### src/rtl/turn_controller_if.sv
// Move-bus bundle between the turn sequencer and its surroundings: player
// buttons, board state and game-over in; move strobe, cursor and status out.
interface turn_controller_if;
   logic        btn_next;
   logic        btn_ok;
   logic [17:0] board;
   logic        game_over;
   logic [3:0]  code;
   logic        sel;
   logic        pl;
   logic [3:0]  cursor;
   logic        reject;
   logic        timeout;
   logic        done;

   modport master (
      output btn_next, btn_ok, board, game_over,
      input  code, sel, pl, cursor, reject, timeout, done
   );

   modport slave (
      input  btn_next, btn_ok, board, game_over,
      output code, sel, pl, cursor, reject, timeout, done
   );
endinterface

### src/rtl/turn_controller.sv
// Tic-tac-toe turn sequencer: cursor/confirm handling, occupied-square rejection,
// per-turn timeout with auto-placement on the lowest empty square, and end of game.
module turn_controller #(
   parameter logic [31:0] TIMEOUT_CYCLES = 32'd500000000
) (
   input  logic              clk,
   input  logic              rst,
   turn_controller_if.slave  bus
);
   localparam logic [2:0] S_SELECT = 3'd0;
   localparam logic [2:0] S_COMMIT = 3'd1;
   localparam logic [2:0] S_SWITCH = 3'd2;
   localparam logic [2:0] S_DONE   = 3'd3;

   localparam logic [3:0]  CODE_NONE    = 4'hF;
   localparam logic [31:0] L_TIMER_LAST = TIMEOUT_CYCLES - 32'd1;

   logic [2:0]  r_state;
   logic [31:0] r_timer;
   logic [3:0]  r_cursor;
   logic [3:0]  r_code;
   logic        r_sel;
   logic        r_pl;
   logic        r_reject;
   logic        r_timeout;
   logic        r_done;

   // Padded to 16 so the 4-bit cursor can index it without range checks.
   logic [15:0] w_empty;
   logic        w_any_empty;
   logic        w_full;
   logic        w_cursor_empty;
   logic        w_timer_expired;
   logic [3:0]  w_lowest_empty;
   logic [3:0]  w_cursor_inc;

   genvar gi;
   generate
      for (gi = 0; gi < 16; gi++) begin : g_empty
         if (gi < 9) begin : g_cell
            assign w_empty[gi] = (bus.board[2*gi +: 2] == 2'b00);
         end else begin : g_pad
            assign w_empty[gi] = 1'b0;
         end
      end
   endgenerate

   assign w_any_empty     = |w_empty[8:0];
   assign w_full          = ~w_any_empty;
   assign w_cursor_empty  = w_empty[r_cursor];
   assign w_cursor_inc    = (r_cursor == 4'd8) ? 4'd0 : r_cursor + 4'd1;
   // >= rather than == so a reject landing on the last cycle only defers the timeout.
   assign w_timer_expired = (r_timer >= L_TIMER_LAST);

   always_comb begin
      w_lowest_empty = CODE_NONE;
      for (int i = 8; i >= 0; i--) begin
         if (w_empty[i]) begin
            w_lowest_empty = 4'(i);
         end
      end
   end

   always_ff @(posedge clk or negedge rst) begin
      if (!rst) begin
         r_state   <= S_SELECT;
         r_timer   <= 32'd0;
         r_cursor  <= 4'd0;
         r_code    <= CODE_NONE;
         r_sel     <= 1'b0;
         r_pl      <= 1'b0;
         r_reject  <= 1'b0;
         r_timeout <= 1'b0;
         r_done    <= 1'b0;
      end else begin
         r_reject  <= 1'b0;
         r_timeout <= 1'b0;
         case (r_state)
            S_SELECT: begin
               if (bus.game_over) begin
                  r_state <= S_DONE;
                  r_done  <= 1'b1;
               end else if (bus.btn_ok && w_cursor_empty) begin
                  r_code  <= r_cursor;
                  r_sel   <= 1'b1;
                  r_state <= S_COMMIT;
               end else if (bus.btn_ok) begin
                  r_reject <= 1'b1;
                  r_timer  <= r_timer + 32'd1;
                  if (bus.btn_next) begin
                     r_cursor <= w_cursor_inc;
                  end
               end else if (w_timer_expired) begin
                  if (w_any_empty) begin
                     r_code    <= w_lowest_empty;
                     r_sel     <= 1'b1;
                     r_timeout <= 1'b1;
                     r_state   <= S_COMMIT;
                  end else begin
                     r_state <= S_DONE;
                     r_done  <= 1'b1;
                  end
               end else begin
                  r_timer <= r_timer + 32'd1;
                  if (bus.btn_next) begin
                     r_cursor <= w_cursor_inc;
                  end
               end
            end
            S_COMMIT: begin
               r_sel   <= 1'b0;
               r_code  <= CODE_NONE;
               r_state <= S_SWITCH;
            end
            S_SWITCH: begin
               r_pl    <= ~r_pl;
               r_timer <= 32'd0;
               if (bus.game_over || w_full) begin
                  r_state <= S_DONE;
                  r_done  <= 1'b1;
               end else begin
                  r_state <= S_SELECT;
               end
            end
            S_DONE: begin
               r_sel  <= 1'b0;
               r_code <= CODE_NONE;
               r_done <= 1'b1;
            end
            default: begin
               r_state <= S_SELECT;
               r_sel   <= 1'b0;
               r_code  <= CODE_NONE;
               r_done  <= 1'b0;
               r_timer <= 32'd0;
            end
         endcase
      end
   end

   assign bus.code    = r_code;
   assign bus.sel     = r_sel;
   assign bus.pl      = r_pl;
   assign bus.cursor  = r_cursor;
   assign bus.reject  = r_reject;
   assign bus.timeout = r_timeout;
   assign bus.done    = r_done;
endmodule

### src/flat_wrapper.sv
// flat-port wrapper written by rule: the top's interface ports become plain ports
module turn_controller_flat 
#(
   parameter logic [31:0] TIMEOUT_CYCLES = 32'd500000000
)
  (clk, rst, bus_btn_next, bus_btn_ok, bus_board, bus_game_over, bus_code, bus_sel, bus_pl, bus_cursor, bus_reject, bus_timeout, bus_done);
  turn_controller_if bus_i ();
  input  logic clk;
  input  logic rst;
  input wire logic [$bits(bus_i.btn_next)-1:0] bus_btn_next;
  input wire logic [$bits(bus_i.btn_ok)-1:0] bus_btn_ok;
  input wire logic [$bits(bus_i.board)-1:0] bus_board;
  input wire logic [$bits(bus_i.game_over)-1:0] bus_game_over;
  output wire logic [$bits(bus_i.code)-1:0] bus_code;
  output wire logic [$bits(bus_i.sel)-1:0] bus_sel;
  output wire logic [$bits(bus_i.pl)-1:0] bus_pl;
  output wire logic [$bits(bus_i.cursor)-1:0] bus_cursor;
  output wire logic [$bits(bus_i.reject)-1:0] bus_reject;
  output wire logic [$bits(bus_i.timeout)-1:0] bus_timeout;
  output wire logic [$bits(bus_i.done)-1:0] bus_done;
  assign bus_i.btn_next = bus_btn_next;
  assign bus_i.btn_ok = bus_btn_ok;
  assign bus_i.board = bus_board;
  assign bus_i.game_over = bus_game_over;
  assign bus_code = bus_i.code;
  assign bus_sel = bus_i.sel;
  assign bus_pl = bus_i.pl;
  assign bus_cursor = bus_i.cursor;
  assign bus_reject = bus_i.reject;
  assign bus_timeout = bus_i.timeout;
  assign bus_done = bus_i.done;
  turn_controller #(.TIMEOUT_CYCLES(TIMEOUT_CYCLES)) u_core (.clk(clk), .rst(rst), .bus(bus_i));
endmodule
### config.mk
export PLATFORM = sky130hd
export DESIGN_NAME = turn_controller_flat
export DESIGN_NICKNAME = d
export VERILOG_FILES = /design/src/rtl/turn_controller_if.sv /design/src/rtl/turn_controller.sv /design/src/flat_wrapper.sv
export SDC_FILE = /design/constraint.sdc
export NUM_CORES = 1
export LEC_CHECK = 0
export BUFFER_PORTS_ARGS = -buffer_cell sky130_fd_sc_hd__buf_2
export CAP_MARGIN = 0
export CORE_MARGIN = 2
export CORE_UTILIZATION = 55
export DETAILED_ROUTE_END_ITERATION = 6
export GPL_ROUTABILITY_DRIVEN = 0
export GPL_TIMING_DRIVEN = 0
export HOLD_SLACK_MARGIN = 0.08
export PLACE_DENSITY = 0.77
export SLEW_MARGIN = 30
export SYNTH_ARGS = -nofsm -noshare
export SYNTH_HDL_FRONTEND = slang
export SYNTH_SLANG_ARGS = --single-unit
### constraint.sdc
create_clock -name clk -period 3.2 [get_ports clk]
set_clock_uncertainty 0.2 [all_clocks]
set_input_delay 0.48 -clock clk [delete_from_list [all_inputs] [get_ports clk]]
set_output_delay 0.48 -clock clk [all_outputs]
set_load 0.01 [all_outputs]
* Yosys cells after proc, flatten, opt, wreduce, memory -nomap -nowiden
Cells that the tools add are included.
** Storage, ports and cells
- Memories kept :: 0
- RAM bits :: 0
- Register bits after elaboration :: 48
- Output and inout port bits :: 13
- Memory bits (read-only) :: 0
- Latch bits :: 0
- Word-level logic and storage cells :: 114
** Operators by class
- Add/subtract/negate cells :: 2
- Div/mod/pow operators :: 0
- Multiply operators :: 0
- Magnitude comparators :: 2
- Bitwise operators :: 8
- Reduce and logical (&&, ||, !) cells :: 19
- Shifts and indexed selects :: 0
- Multiplexer cells :: 56
- Equal/unequal tests :: 18
** Operator list (count)
- two-way mux 32 bit :: 4
- two-way mux 4 bit :: 17
- one-hot mux 32 bit (2 select lines) :: 1
- adder 32 x 1 -> 32 bit, second input constant :: 1
- greater-or-equal comparator 32 x 29 -> 1 bit, second input constant :: 1
- two-way mux 1 bit :: 22
- logical NOT 2 bit :: 9
- two-way mux 3 bit :: 5
- != test 3 bit, second input constant :: 4
- one-hot mux 3 bit (4 select lines) :: 1
- OR reduction 9 bit :: 1
- NOT 1 bit :: 8
- one-hot mux 4 bit (2 select lines) :: 1
- AND reduction 4 bit :: 2
- == test 3 x 2 -> 1 bit, second input constant :: 2
- != test 2 bit, second input constant :: 3
- != test 3 x 1 -> 1 bit, second input constant :: 2
- != test 3 x 2 -> 1 bit, second input constant :: 2
- AND reduction 6 bit :: 1
- less-than comparator 4 x 5 -> 1 bit, second input constant :: 1
- AND reduction 5 bit :: 1
- adder 4 x 1 -> 4 bit, second input constant :: 1
- binary-select mux 1 bit (select 4 bit) :: 1
- == test 4 bit, second input constant :: 1
- 12 further kinds :: 13

* Longest topological paths before layout
- Depth after elaboration :: 16
- Mapped depth :: 9

* Worst setup path after synthesis
No wires, ideal clock.
- Path type :: flip-flop to flip-flop
- Start point :: register u_core.r_cursor[1], in the netlist u_core.bus.cursor[1]
- End point :: register u_core.r_timer[5]
- Period minus slack after synthesis :: 2.536 ns
- Required time :: 2.856 ns
- Library setup time :: 0.144 ns
- Arrival time :: 2.192 ns
- Buffers on the path :: 3
- Cell stages (with the launch flop) :: 10
- Setup slack :: 0.664 ns
- Cell sequence :: dfrtp_1 buf_6 nor4bb_1 or4_4 a22oi_4 a22oi_2 buf_6 buf_6 o311ai_0 o311ai_1
** On the way
- Longest elaborated chain between the ends :: 5
** Ends and longest elaborated chain
- start, declared :: line turn_controller.sv:20 : logic [3:0] r_cursor;
- start signal, assigned :: line turn_controller.sv:91 : r_cursor <= w_cursor_inc;
- start signal, assigned :: line turn_controller.sv:106 : r_cursor <= w_cursor_inc;
- binary-select mux 1 bit (select 4 bit) :: line turn_controller.sv:50 : assign w_cursor_empty = w_empty[r_cursor];
- two-way mux 1 bit (implied by the code) :: line turn_controller.sv:50
- logical AND 1 bit :: line turn_controller.sv:83 : end else if (bus.btn_ok && w_cursor_empty) begin
- != test 2 bit (no line)
- AND reduction 4 bit (no line)
- end signal, assigned :: line turn_controller.sv:89 : r_timer <= r_timer + 32'd1;
- end signal, assigned :: line turn_controller.sv:104 : r_timer <= r_timer + 32'd1;
- end, declared :: line turn_controller.sv:19 : logic [31:0] r_timer;
Every way passes these cells. The select of a mux whose other input is x is not followed.
A chain may end at the register's enable or synchronous reset.

* Worst setup path in the final report
- Start point :: register u_core.r_timer[20]
- End point :: register u_core.r_timer[17]
** On the way
- Longest elaborated chain between the ends :: 3
** Ends and longest elaborated chain
- greater-or-equal comparator 32 x 29 -> 1 bit :: line turn_controller.sv:53 : assign w_timer_expired = (r_timer >= L_TIMER_LAST);
- != test 3 bit (no line)
- AND reduction 4 bit (no line)
Every way passes these cells.

==> flow_summary_export.csv <==
group,metric,value,unit
status,status,"finished, final reports clean",
critical_path,end_kind,"register",
place,place.detailed.hpwl,6.153,mm
power_and_ir_drop,total_leakage_power,0.001487,uW
die,floorplan.io_pins,36,
drt,post_drt_wl_per_cell,18.30,um
critical_path,critical_path.reg2reg.endpoint,"u_core.r_timer[17]",
sta,timing.slew.headroom,48.28,%
synthesis,yosysWarningCount,0,
hold_path,hold_path_end,"u_core.bus.reject",
global_route,grt_overflow,0,
global_route,first_global_vias,2942,
synthesis,synthDistinctLibCells,63,
layout,fillerInstances,489,
synthesis,post_synthesis_sequential_area_ratio,36.83,%
drt,remaining_drc_errors,0,
global_route,largest_net_degree_at_the_start_of_global_routing,48,
critical_path,worst_ep_required_time,3.19,ns
drt,vias_per_inst,6.617,
synthesis,count_of_flip_flops_with_a_built_in_enable_after_synthesis,0,
clock_tree,clk_root_buffer_cell,"sky130_fd_sc_hd__clkbuf_8",
job,max_cap_viol_count,0,
clock_tree,cts_htree_levels,2,
die,die-width,80.36,um
clock_tree,post-cts-setup-buffers,0,
synthesis,synth.cell_area,0.003207,mm2
critical_path,critPathSlowestCell,"sky130_fd_sc_hd__a221oi_2",
sta,timing.final.hold_violations,0,
layout,finalNetCount,436,
power_and_ir_drop,max-vdd-ir-drop,255.1,uV
clock_tree,cts.path.max_buffers,2,
layout,num_antenna_cells,0,
drt,met3WireLength,587,um
synthesis,synth.top_cell.area_share,33.55,%
sta,final-max-slew-violation-count,0,
synthesis,synth-async-reset-ratio,100.0,%
drt,via_count,3196,
sta,fmax,333.0,MHz
drt,drt_first_pass_iters,5,
sta,finalSetupViolations,0,
synthesis,synth_commonest_cells,"sky130_fd_sc_hd__nand2_1 (50), sky130_fd_sc_hd__dfrtp_1 (43), sky130_fd_sc_hd__nor2_1 (27)",
synthesis,mean_post_synth_cell_area,8.738,um2
hold_path,worst_hold_startpoint,"bus_btn_ok",
layout,final-seq-area,0.001181,mm2
die,initial_utilization,57.53,%
clock_tree,clock-sinks,47,
synthesis,ys_dominant_reg_cell,"sky130_fd_sc_hd__dfrtp_1",
synthesis,ys_seq_elements,47,
clock_tree,tritoncts.num_buffers,5,
sta,setup-tns-final,0,ns
critical_path,path_buf_inv,1,
sta,max_slew.worst_pin.slew,0.7758,ns
power_and_ir_drop,power_density,384.0,mW/mm2
layout,final_layout_size_suffix_gt1_share,17.76,%
drt,wl_met2,4.203,mm
layout,layout.cell_area.non_filler,0.003570,mm2
synthesis,synthTopCellsByArea,"sky130_fd_sc_hd__dfrtp_1 (34%), sky130_fd_sc_hd__nand2_1 (5.9%), sky130_fd_sc_hd__nand3_1 (4.1%), sky130_fd_sc_hd__dfstp_2 (3.3%), sky130_fd_sc_hd__o311ai_1 (3.3%)",
global_route,antenna_found_initial,0,
die,die_area,0.006458,mm2
drt,routedLengthMet1,3.839,mm
sta,min_period,3.003,ns
critical_path,cp.arrival,2.99,ns
synthesis,synth_fp_nets,393,
critical_path,reg2reg_slack,0.20,ns
synthesis,synthMostInstantiatedCell,"sky130_fd_sc_hd__nand2_1",
layout,layout.core_utilization,64.04,%
synthesis,synthesis.instances,367,
drt,drt_iter0_markers,224,
sta,fin_crit_share,93.86,%
critical_path,crit_path_start_kind,"register",
critical_path,critical-path-top-delay-family,"compound AO/OA/AOI/OAI gates",
clock_tree,clock_tree_from_tritoncts,"built",
place,port_buffers,35,
critical_path,cells_along_the_critical_path,"or3_1 > nand4b_4 > a311o_1 > a221oi_2 > buf_6 > mux2i_1 > nand3_1",
layout,footprint_of_the_multi_input_gates,0.001868,mm2
hold_path,worstHoldPathCells,3,
die,core,0.005574,mm2
synthesis,synth_top_cell_by_area,"sky130_fd_sc_hd__dfrtp_1",
die,fp-row-count,27,
drt,drt.antenna.violating_nets,0,
global_route,grt_first_pass_wirelength,14.28,mm
place,postPlaceCellArea,0.003475,mm2
critical_path,max_stage_delay_on_crit_path,0.68,ns
layout,areaGrowthSynthToFinish,11.31,%
critical_path,reg2reg_from,"u_core.r_timer[20]",
clock_tree,clk_latency,0.32,ns
hold_path,hp-class,"input pin to register",
sta,rsz0062_at_grt,"no",
critical_path,worst-r2r-cell-count,7,
drt,routed_wirelength,8.837,mm
drt,highest-signal-layer,"met4",
die,dieHeight,80.36,um
clock_tree,clk_pin_slew,0.09,ns
global_route,groute.usage.overall,28.75,%
critical_path,critPathKind,"register to register",
critical_path,crit_path_max_fanout,10,
==> cell families after synthesis <==
| group | synth area share [%] |
|---|---|
| xor+xnor | 0.2732 |
| flops | 36.83 |
| buf+inv | 4.916 |
| fa+ha+maj | 1.171 |
| simple gates | 31.17 |
| compound gates | 21.73 |
| mux | 3.902 |
==> layer usage <==
metal  global-route usage (%)  vias up
met4                    11.69        0
li1                         -     1499
met2                    47.58      147
met1                    37.20     1527
met3                    5.056       23
met5                        0        -
==> cell type report <==
type	count	area share [%]
multi-input combinational	288	52.33
sequential	47	33.09
timing repair buffer	36	5.258
buffer	22	3.365
tap	72	2.524
clock buffer	6	2.033
inverter	10	1.052
clock inverter	2	0.3505
==> per-stage QoR <==
| step | power (uW) | setup slack [ns] | hold WS (ns) | cells |
|---|---|---|---|---|
| finish | 1371 | 0.1966 | 0.2301 | 483 |
| global route | 1433 | 0.06675 | 0.2474 | 483 |
| CTS | 1367 | 0.2649 | 0.2380 | 483 |
| detailed placement | 1006 | 0.2846 | 0.2613 | 474 |
| global placement | 995.9 | 0.3662 | 0.2558 | 474 |
| floorplan | 874.8 | 0.6641 | -0.01559 | 367 |
==> state kept, by name, indices dropped and copies added (netlist names) <==
register and flops:
u_core.bus.cursor 4, u_core.bus.code 4, u_core.r_state 2, u_core.bus.pl 1, u_core.bus.timeout 1, u_core.bus.done 1
u_core.r_timer 32, u_core.bus.sel 1, u_core.bus.reject 1
==> report_power, final <==
group / internal [uW] / switching, uW / total, uW
Sequential: 619 / 29.9 / 649
Combinational: 112 / 242 / 355
Clock: 153 / 214 / 368
Total: 884 / 487 / 1370
==> how the worst max path moves through the flow <==
stage	cells past startpoint	startpoint	slack (ns)	to
floorplan	9	u_core.bus.cursor[1]	0.66	u_core.r_timer[5]
global placement	7	u_core.r_timer[20]	0.37	u_core.r_timer[23]
detailed placement	7	u_core.r_timer[20]	0.28	u_core.r_timer[17]
CTS	7	u_core.r_timer[20]	0.26	u_core.r_timer[17]
global route	8	u_core.r_timer[19]	0.07	u_core.r_timer[17]
finish	7	u_core.r_timer[20]	0.20	u_core.r_timer[17]
==> cell usage in the layout (no fill, tap or decap), types with 3 or more instances in the layout <==
cell type and count:
sky130_fd_sc_hd__nor2_1 27, sky130_fd_sc_hd__dfrtp_1 43, sky130_fd_sc_hd__nand2b_1 8, sky130_fd_sc_hd__a21oi_1 9, sky130_fd_sc_hd__a32oi_1 4, sky130_fd_sc_hd__nand3_1 26
sky130_fd_sc_hd__and4_1 3, sky130_fd_sc_hd__clkbuf_8 5, sky130_fd_sc_hd__o311ai_0 9, sky130_fd_sc_hd__ha_1 3, sky130_fd_sc_hd__dfstp_2 4, sky130_fd_sc_hd__clkbuf_1 15
sky130_fd_sc_hd__o22ai_1 4, sky130_fd_sc_hd__and3_1 10, sky130_fd_sc_hd__nor4_1 10, sky130_fd_sc_hd__o311ai_1 12, sky130_fd_sc_hd__inv_1 9, sky130_fd_sc_hd__or2_2 5
sky130_fd_sc_hd__nor3_1 9, sky130_fd_sc_hd__mux2i_1 8, sky130_fd_sc_hd__o21ai_0 10, sky130_fd_sc_hd__or3_1 12, sky130_fd_sc_hd__o211ai_1 10, sky130_fd_sc_hd__buf_2 37
sky130_fd_sc_hd__a22oi_1 4, sky130_fd_sc_hd__o31ai_1 4, sky130_fd_sc_hd__nor2b_1 5, sky130_fd_sc_hd__nand2_1 50, sky130_fd_sc_hd__nand4_1 5, sky130_fd_sc_hd__buf_6 4
==> worst register-to-register path, cell delays in order, from the launching register on <==
cell and delay, ns:
sky130_fd_sc_hd__dfrtp_1 0.45, sky130_fd_sc_hd__or3_1 0.41, sky130_fd_sc_hd__nand4b_4 0.20, sky130_fd_sc_hd__a311o_1 0.38
sky130_fd_sc_hd__a221oi_2 0.68, sky130_fd_sc_hd__buf_6 0.25, sky130_fd_sc_hd__mux2i_1 0.21, sky130_fd_sc_hd__nand3_1 0.10
==> repair_timing <==
action	4_1_cts	5_1_grt
hold buffers	1	0
hold endpoints to repair	43	0
gates resized for setup	0	0
Note: power is estimated with default switching activity, not from simulation.
